File: src/rtl/aximm_master_cmd.sv
// AXI4-Lite master: turns one valid/ready register command into one AXI4-Lite write or read,
// with a sticky watchdog flag for slaves that never answer.
module aximm_master_cmd #(
  parameter int unsigned C_M_AXI_ADDR_WIDTH = 5,
  parameter int unsigned C_M_AXI_DATA_WIDTH = 32,
  parameter int unsigned TIMEOUT_CYCLES     = 1024
) (
  input  logic                            M_AXI_ACLK,
  input  logic                            M_AXI_ARESETN,
  // command port
  input  logic                            CMD_VALID,
  output logic                            CMD_READY,
  input  logic                            CMD_WRITE,
  input  logic [C_M_AXI_ADDR_WIDTH-1:0]   CMD_ADDR,
  input  logic [31:0]                     CMD_WDATA,
  input  logic [3:0]                      CMD_WSTRB,
  // response port
  output logic                            RSP_VALID,
  input  logic                            RSP_READY,
  output logic                            RSP_WRITE,
  output logic [31:0]                     RSP_RDATA,
  output logic [1:0]                      RSP_RESP,
  output logic                            TIMEOUT,
  // AXI4-Lite write channels
  output logic [C_M_AXI_ADDR_WIDTH-1:0]   M_AXI_AWADDR,
  output logic [2:0]                      M_AXI_AWPROT,
  output logic                            M_AXI_AWVALID,
  input  logic                            M_AXI_AWREADY,
  output logic [C_M_AXI_DATA_WIDTH-1:0]   M_AXI_WDATA,
  output logic [C_M_AXI_DATA_WIDTH/8-1:0] M_AXI_WSTRB,
  output logic                            M_AXI_WVALID,
  input  logic                            M_AXI_WREADY,
  input  logic [1:0]                      M_AXI_BRESP,
  input  logic                            M_AXI_BVALID,
  output logic                            M_AXI_BREADY,
  // AXI4-Lite read channels
  output logic [C_M_AXI_ADDR_WIDTH-1:0]   M_AXI_ARADDR,
  output logic [2:0]                      M_AXI_ARPROT,
  output logic                            M_AXI_ARVALID,
  input  logic                            M_AXI_ARREADY,
  input  logic [C_M_AXI_DATA_WIDTH-1:0]   M_AXI_RDATA,
  input  logic [1:0]                      M_AXI_RRESP,
  input  logic                            M_AXI_RVALID,
  output logic                            M_AXI_RREADY
);

  localparam logic [15:0] TimeoutLimit = 16'(TIMEOUT_CYCLES);

  typedef enum logic [2:0] {StIdle, StWaddr, StWresp, StRaddr, StRdata, StRsp} state_e;

  state_e                          state_q, state_d;
  logic [C_M_AXI_ADDR_WIDTH-1:0]   addr_q;
  logic [31:0]                     wdata_q;
  logic [3:0]                      wstrb_q;
  logic                            awvalid_q, wvalid_q, arvalid_q;
  logic                            aw_done_q, w_done_q;
  logic                            rsp_write_q;
  logic [31:0]                     rsp_rdata_q;
  logic [1:0]                      rsp_resp_q;
  logic [15:0]                     wdog_q, wdog_d;
  logic                            timeout_q, timeout_d;

  logic cmd_accept, aw_hs, w_hs, aw_done_now, w_done_now, ar_hs, wait_state;

  assign cmd_accept  = (state_q == StIdle) && CMD_VALID;
  assign aw_hs       = awvalid_q && M_AXI_AWREADY;
  assign w_hs        = wvalid_q && M_AXI_WREADY;
  assign aw_done_now = aw_done_q || aw_hs;
  assign w_done_now  = w_done_q || w_hs;
  assign ar_hs       = arvalid_q && M_AXI_ARREADY;
  assign wait_state  = (state_q == StWaddr) || (state_q == StWresp) ||
                       (state_q == StRaddr) || (state_q == StRdata);

  // State register
  always_ff @(posedge M_AXI_ACLK or negedge M_AXI_ARESETN) begin
    if (!M_AXI_ARESETN) begin
      state_q <= StIdle;
    end else begin
      state_q <= state_d;
    end
  end

  // Next-state logic
  always_comb begin
    state_d = state_q;
    unique case (state_q)
      StIdle:  if (CMD_VALID) state_d = CMD_WRITE ? StWaddr : StRaddr;
      StWaddr: if (aw_done_now && w_done_now) state_d = StWresp;
      StWresp: if (M_AXI_BVALID) state_d = StRsp;
      StRaddr: if (ar_hs) state_d = StRdata;
      StRdata: if (M_AXI_RVALID) state_d = StRsp;
      StRsp:   if (RSP_READY) state_d = StIdle;
      default: state_d = StIdle;
    endcase
  end

  // State-decoded outputs
  always_comb begin
    CMD_READY     = 1'b0;
    M_AXI_BREADY  = 1'b0;
    M_AXI_RREADY  = 1'b0;
    RSP_VALID     = 1'b0;
    unique case (state_q)
      StIdle:  CMD_READY    = 1'b1;
      StWresp: M_AXI_BREADY = 1'b1;
      StRdata: M_AXI_RREADY = 1'b1;
      StRsp:   RSP_VALID    = 1'b1;
      default: ;
    endcase
  end

  // Command latch and AXI valid registers
  always_ff @(posedge M_AXI_ACLK or negedge M_AXI_ARESETN) begin
    if (!M_AXI_ARESETN) begin
      addr_q    <= '0;
      wdata_q   <= '0;
      wstrb_q   <= '0;
      awvalid_q <= 1'b0;
      wvalid_q  <= 1'b0;
      arvalid_q <= 1'b0;
      aw_done_q <= 1'b0;
      w_done_q  <= 1'b0;
    end else begin
      if (cmd_accept) begin
        addr_q    <= CMD_ADDR;
        wdata_q   <= CMD_WDATA;
        wstrb_q   <= CMD_WSTRB;
        awvalid_q <= CMD_WRITE;
        wvalid_q  <= CMD_WRITE;
        arvalid_q <= !CMD_WRITE;
        aw_done_q <= 1'b0;
        w_done_q  <= 1'b0;
      end else begin
        if (aw_hs) begin
          awvalid_q <= 1'b0;
          aw_done_q <= 1'b1;
        end
        if (w_hs) begin
          wvalid_q <= 1'b0;
          w_done_q <= 1'b1;
        end
        if (ar_hs) arvalid_q <= 1'b0;
      end
    end
  end

  // Response capture
  always_ff @(posedge M_AXI_ACLK or negedge M_AXI_ARESETN) begin
    if (!M_AXI_ARESETN) begin
      rsp_write_q <= 1'b0;
      rsp_rdata_q <= '0;
      rsp_resp_q  <= '0;
    end else if ((state_q == StWresp) && M_AXI_BVALID) begin
      rsp_write_q <= 1'b1;
      rsp_rdata_q <= '0;
      rsp_resp_q  <= M_AXI_BRESP;
    end else if ((state_q == StRdata) && M_AXI_RVALID) begin
      rsp_write_q <= 1'b0;
      rsp_rdata_q <= 32'(M_AXI_RDATA);
      rsp_resp_q  <= M_AXI_RRESP;
    end
  end

  // Watchdog: counts only while waiting on the slave; the flag is sticky until the next accept.
  always_comb begin
    wdog_d    = wdog_q;
    timeout_d = timeout_q;
    if (cmd_accept) begin
      wdog_d    = '0;
      timeout_d = 1'b0;
    end else begin
      if (wait_state && (wdog_q != 16'hFFFF)) wdog_d = wdog_q + 16'd1;
      if ((TimeoutLimit != 16'd0) && (wdog_d == TimeoutLimit)) timeout_d = 1'b1;
    end
  end

  always_ff @(posedge M_AXI_ACLK or negedge M_AXI_ARESETN) begin
    if (!M_AXI_ARESETN) begin
      wdog_q    <= '0;
      timeout_q <= 1'b0;
    end else begin
      wdog_q    <= wdog_d;
      timeout_q <= timeout_d;
    end
  end

  assign M_AXI_AWADDR  = addr_q;
  assign M_AXI_ARADDR  = addr_q;
  assign M_AXI_AWPROT  = 3'b000;
  assign M_AXI_ARPROT  = 3'b000;
  assign M_AXI_AWVALID = awvalid_q;
  assign M_AXI_WVALID  = wvalid_q;
  assign M_AXI_ARVALID = arvalid_q;
  assign M_AXI_WDATA   = C_M_AXI_DATA_WIDTH'(wdata_q);
  assign M_AXI_WSTRB   = (C_M_AXI_DATA_WIDTH/8)'(wstrb_q);
  assign RSP_WRITE     = rsp_write_q;
  assign RSP_RDATA     = rsp_rdata_q;
  assign RSP_RESP      = rsp_resp_q;
  assign TIMEOUT       = timeout_q;

endmodule
File: config.mk
export PLATFORM = sky130hd
export DESIGN_NAME = aximm_master_cmd
export DESIGN_NICKNAME = d
export VERILOG_FILES = /design/src/rtl/aximm_master_cmd.sv
export SDC_FILE = /design/constraint.sdc
export NUM_CORES = 1
export LEC_CHECK = 0
export BUFFER_PORTS_ARGS = -buffer_cell sky130_fd_sc_hd__buf_4
export CORE_UTILIZATION = 30
export CTS_BUF_LIST = sky130_fd_sc_hd__clkbuf_16
export DETAILED_ROUTE_END_ITERATION = 10
export PLACE_DENSITY = 0.64
export RECOVER_POWER = 100
export SYNTH_ARGS = -nofsm -noshare
export SYNTH_HDL_FRONTEND = slang
export SYNTH_SLANG_ARGS = --single-unit
File: constraint.sdc
create_clock -name M_AXI_ACLK -period 2.8 [get_ports M_AXI_ACLK]
set_input_delay 0.42 -clock M_AXI_ACLK [delete_from_list [all_inputs] [get_ports M_AXI_ACLK]]
set_output_delay 0.42 -clock M_AXI_ACLK [all_outputs]
set_load 0.005 [all_outputs]
Yosys cells after proc, flatten, opt, wreduce, memory -nomap -nowiden
Index checks and enable logic that the tools add are counted.

cells by class
  add/subtract/negate cells = 1
  reduce and logical (&&, ||, !) cells = 21
  multiplexer cells = 33
  equality and inequality tests = 13

operators by type and width
  kind                                                   count
  2-to-1 mux 32 bit                                      2
  2-to-1 mux 16 bit                                      3
  2-to-1 mux 1 bit                                       18
  2-to-1 mux 3 bit                                       6
  case mux 3 bit (6 select lines)                        1
  adder 16 x 1 -> 16 bit, second input constant          1
  equality test 16 x 11 -> 1 bit, second input constant  1
  != test 16 bit, second input constant                  1
  != test 2 bit, second input constant                   5
  nonzero test 2 bit                                     5
  logical AND 1 bit                                      8
  equality test 3 x 2 -> 1 bit, second input constant    2
  equality test 3 bit, second input constant             2
  2-to-1 mux 2 bit                                       3
  AND reduction 6 bit                                    1
  logical OR 1 bit                                       5
  equality test 3 x 1 -> 1 bit, second input constant    1
  zero test 3 bit                                        1
  != test 2 x 1 -> 1 bit, second input constant          1
  zero test 1 bit                                        1

storage, ports and cells
  output and inout port bits = 95
  bits in registers = 101

Logic depth before layout (Yosys ltp)
  depth in word-level cells = 10
  depth in mapped cells = 8

Worst setup path after synthesis
No wires, ideal clock.

  path type = reg2reg
  from = register wdog_q[0]
  to = register timeout_q, in the netlist TIMEOUT
  clock period less this slack = 2.276 ns
  path slack = 0.524 ns
  data required time = 2.678 ns
  path buffers = 1
  arrival time = 2.155 ns
  cell stages (with the launch flop) = 9
  library setup time = 0.122 ns
  cell sequence = dfrtp_1 -> ha_1 -> nand4_1 -> or4_4 -> and3_4 -> buf_6 -> a41oi_1 -> nor4_1 -> a32o_1

between the ends
  longest elaborated chain between the ends = 6
  elaborated cells on any way between the ends = 7
  those cells by class = 1 x add/sub; 2 x eq/ne; 2 x mux; 2 x reduce/logical

ends and longest elaborated chain
  what                                                                            line  text
  from (decl)                                                                     60    logic [15:0] wdog_q, wdog_d;
  from (signal assigned)                                                          182   wdog_q <= wdog_d;
  parallel branches: the longest is 2 deep, another holds adder 16 x 1 -> 16 bit  n/a
  2-to-1 mux 16 bit (*)                                                           172   if (wait_state && (wdog_q != 16'hFFFF)) wdog_d = wdog_q + 16'd1;
  2-to-1 mux 16 bit (*)                                                           168   if (cmd_accept) begin
  equality test 16 x 11 -> 1 bit (*)                                              173   if ((TimeoutLimit != 16'd0) && (wdog_d == TimeoutLimit)) timeout_d = 1'b1;
  nonzero test 2 bit (no source line) (*)                                         n/a
  to (signal assigned)                                                            183   timeout_q <= timeout_d;
  to (decl)                                                                       61    logic timeout_q, timeout_d;

Mark *: on every way between the ends. The select of a mux whose other input is x is not followed.
A chain may end at the register's enable or synchronous reset.

Worst setup path after layout
Same ends and word-level chain as after synthesis.

==> results by group <==
Synthesis
  • Largest cells by area after synthesis: dfrtp_1, nand2_1, a22o_1
  • Synth warn: 0
  • Distinct cells, synth: 54
  • Main synth FF type: dfrtp_1
  • Yosys reg bits: 101
  • Largest area contributor in the netlist: dfrtp_1
  • Async S/R FF share, synth: 1.00
  • Post-Syn Area: 4390 µm²
  • Post-Syn Area per Cell: 9.99 µm²
  • EDFF count, synth: 0
  • Seq/Total Area, Yosys: 0.576
  • Syn Inst Count: 439
  • Yosys top cell area share: 0.576

Worst setup path
  • Critical path class: reg -> reg
  • CP Capture Type: register
  • Sequence of cells on the critical path: ha_1 -> nand4_1 -> or4_1 -> and3_4 -> mux2i_1 -> nor4_1 -> a32o_1
  • CP required: 3.07 ns
  • Slowest cell on the critical path: or4_1
  • CP max FO: 7
  • Critical Path Start Type: register
  • Worst EP arrival: 2.79 ns
  • Slowest cell delay on critical path: 0.65 ns

Final layout
  • Commonest non-fill, non-tap cells in the layout: nand2_1, dfrtp_1, buf_4
  • Share of cells above drive strength 1: 0.303
  • N_diodes: 0
  • Area growth syn-to-layout: 37.2%
  • Final instance area: 6020 µm²
  • Nets: 688
  • Commonest non-fill, non-tap cell in the layout: nand2_1

Timing
  • Slew @ Worst Pin: 1.30 ns
  • Final Cycle Share: 0.898
  • Slew Limit Headroom: 0.134
  • Max Clock Skew: 0.00584 ns
  • RSZ-0062 raised after global routing: no
  • TNS Setup: 0 ns
  • F_max: 398 MHz
  • Post-layout min period: 2.51 ns
  • Setup-failing EPs final: 0
  • Final hold vios: 0
  • Max Slew Vio Count: 0

Die
  • Core Rows: 43
  • Vert. Die Dim: 123 µm
  • Initial core utilization: 0.311
  • Core area: 14100 µm²
  • I/O pin cnt: 182
  • DIE AREA: 15100 µm²
  • Die W: 123 µm

Routing
  • Final WL: 11.4 mm
  • Iter 0 DRT Violations: 156
  • Post-route DRC: 0
  • Via/cell ratio: 4.71
  • Wire length per cell: 14.6 µm
  • First-pass DRT Iterations: 5
  • Via count: 3687
  • Final ANT Viol Nets: 0

Pwr
  • Pleak: 3.11 nW
  • Worst VDD drop: 0.000394 V
  • Power per cell area: 935 nW/µm²

GRT
  • Largest net degree at the start of global routing: 53
  • Antenna violations before repair: 0
  • Global-route wire length before repair: 18.3 mm
  • Total global routing overflow: 0
  • Global Route Usage Sum: 0.158
  • Vias in the first global route: 3685

Clocking
  • Worst-Skew Late Latency: 0.35 ns
  • Cts repair resizes: 0
  • CTS sink cnt: 101
  • Clock transition at the registers of the reported paths: 0.07 ns
  • Num CTS Buffers: 9
  • CTS tree: built
  • Root buffer cell: clkbuf_16
  • H-tree Lvls: 3
  • Postcts setup bufs: 0
  • Worst-case clock buffer depth: 2
  • Number of hold buffers added after cts: 0

Worst hold path
  • HP Class: in -> reg

Placed design
  • HPWL Detailed: 8.39 mm
  • Number of port buffers: 175
  • GPL Wtd Cong: 0.805
  • Post-DP Area: 5820 µm²

Outcome
  • Status: complete, no violations

Run
  • Max-Cap Viols: 0
-- metal layers --
metal	global-route usage	vias up	routed length, µm
met3	0.0411	12	574
li1	-	1787	-
met5	0	-	0
met1	0.196	1794	4760
met2	0.258	94	5870
met4	0.0709	0	214
-- flip-flops by register name, summed over array words and instances, names as in the netlist --
signal,flops
M_AXI_WVALID,1
M_AXI_WDATA,32
state_q,3
M_AXI_ARVALID,1
RSP_WRITE,1
wdog_q,16
RSP_RESP,2
RSP_RDATA,32
TIMEOUT,1
w_done_q,1
aw_done_q,1
M_AXI_WSTRB,4
M_AXI_ARADDR,5
M_AXI_AWVALID,1
-- power by group --
part	switching, mW	internal (mW)	total [mW]
registers	0.380	1.99	2.37
clock network	0.521	0.679	1.20
logic	0.985	1.07	2.06
-- cells by family (layout without fill, tap and decap cells) --
logic type                 count (synthesis)  count (layout)  share of synthesized area
and+or+nand+nor                          211             211                      0.216
DFF                                      101             101                      0.576
AOI/OAI and AO/OA                         63              63                      0.112
buffers and inverters                     41             200                     0.0468
xor gates and xnor gates                  12              12                     0.0240
muxes                                      9               9                     0.0214
adders and majority gates                  1               1                    0.00285
other                                      1               6                   0.000855
-- synthesized netlist by cell type, drive strengths merged (2+ instances only) --
library cell and number:
a21oi 4, mux2 3, inv 4, a22oi 2, nor3b 2, mux2i 6, xor2 6, dfrtp 101
nor2 27, nand3 3, and2 3, or3 2, nand2b 3, buf 15, nor4b 2, clkbuf 22
nand4 7, nand3b 3, o31ai 2, o21ai 8, a21o 3, a211oi 2, a22o 32, and4 3
xnor2 6, and3 8, nand2 141
-- path summary, 6_finish.rpt --
kind	cells after the start	slack (ns)	end	startpoint
min in group asynchronous	1	0.36	wdog_q[0]	M_AXI_ARESETN
max in group asynchronous	2	1.10	wdog_q[5]	M_AXI_ARESETN
worst min register to register	2	0.47	M_AXI_WDATA[9]	M_AXI_WDATA[9]
worst max register to register	7	0.29	TIMEOUT	wdog_q[0]
worst min-delay path	3	0.26	M_AXI_WDATA[1]	CMD_WDATA[1]
worst max-delay path	7	0.29	TIMEOUT	wdog_q[0]
-- final cells by class --
type                       instances  area (µm²)
clock buffer                       9         225
clock inverter                     5        55.1
fill                            1385        8080
inverter                           4        15.0
multi-input combinational        302        1670
sequential                       101        2530
tap                              180         225
timing repair buffer             182        1300
-- worst max-delay path, delay by kind of cell, from the launching register on --
| kind | cells | cell delay (ns) |
|---|---|---|
| flops | 1 | 0.45 |
| fa+ha+maj | 1 | 0.27 |
| simple gates | 4 | 1.40 |
| mux | 1 | 0.13 |
| compound gates | 1 | 0.20 |
-- through the flow --
step	setup WS, ns	hold WS, ns	std cells	util	power (mW)
finish	0.286	0.261	783	0.427	5.63
global route	0.101	0.252	783	0.427	6.06
CTS	0.368	0.134	783	0.433	5.84
detailed placement	0.398	0.464	769	0.413	4.61
global placement	0.488	0.459	769	0.413	4.55
floorplan	0.524	0.124	444	-	3.46
Power figures use the tool's default switching activity.
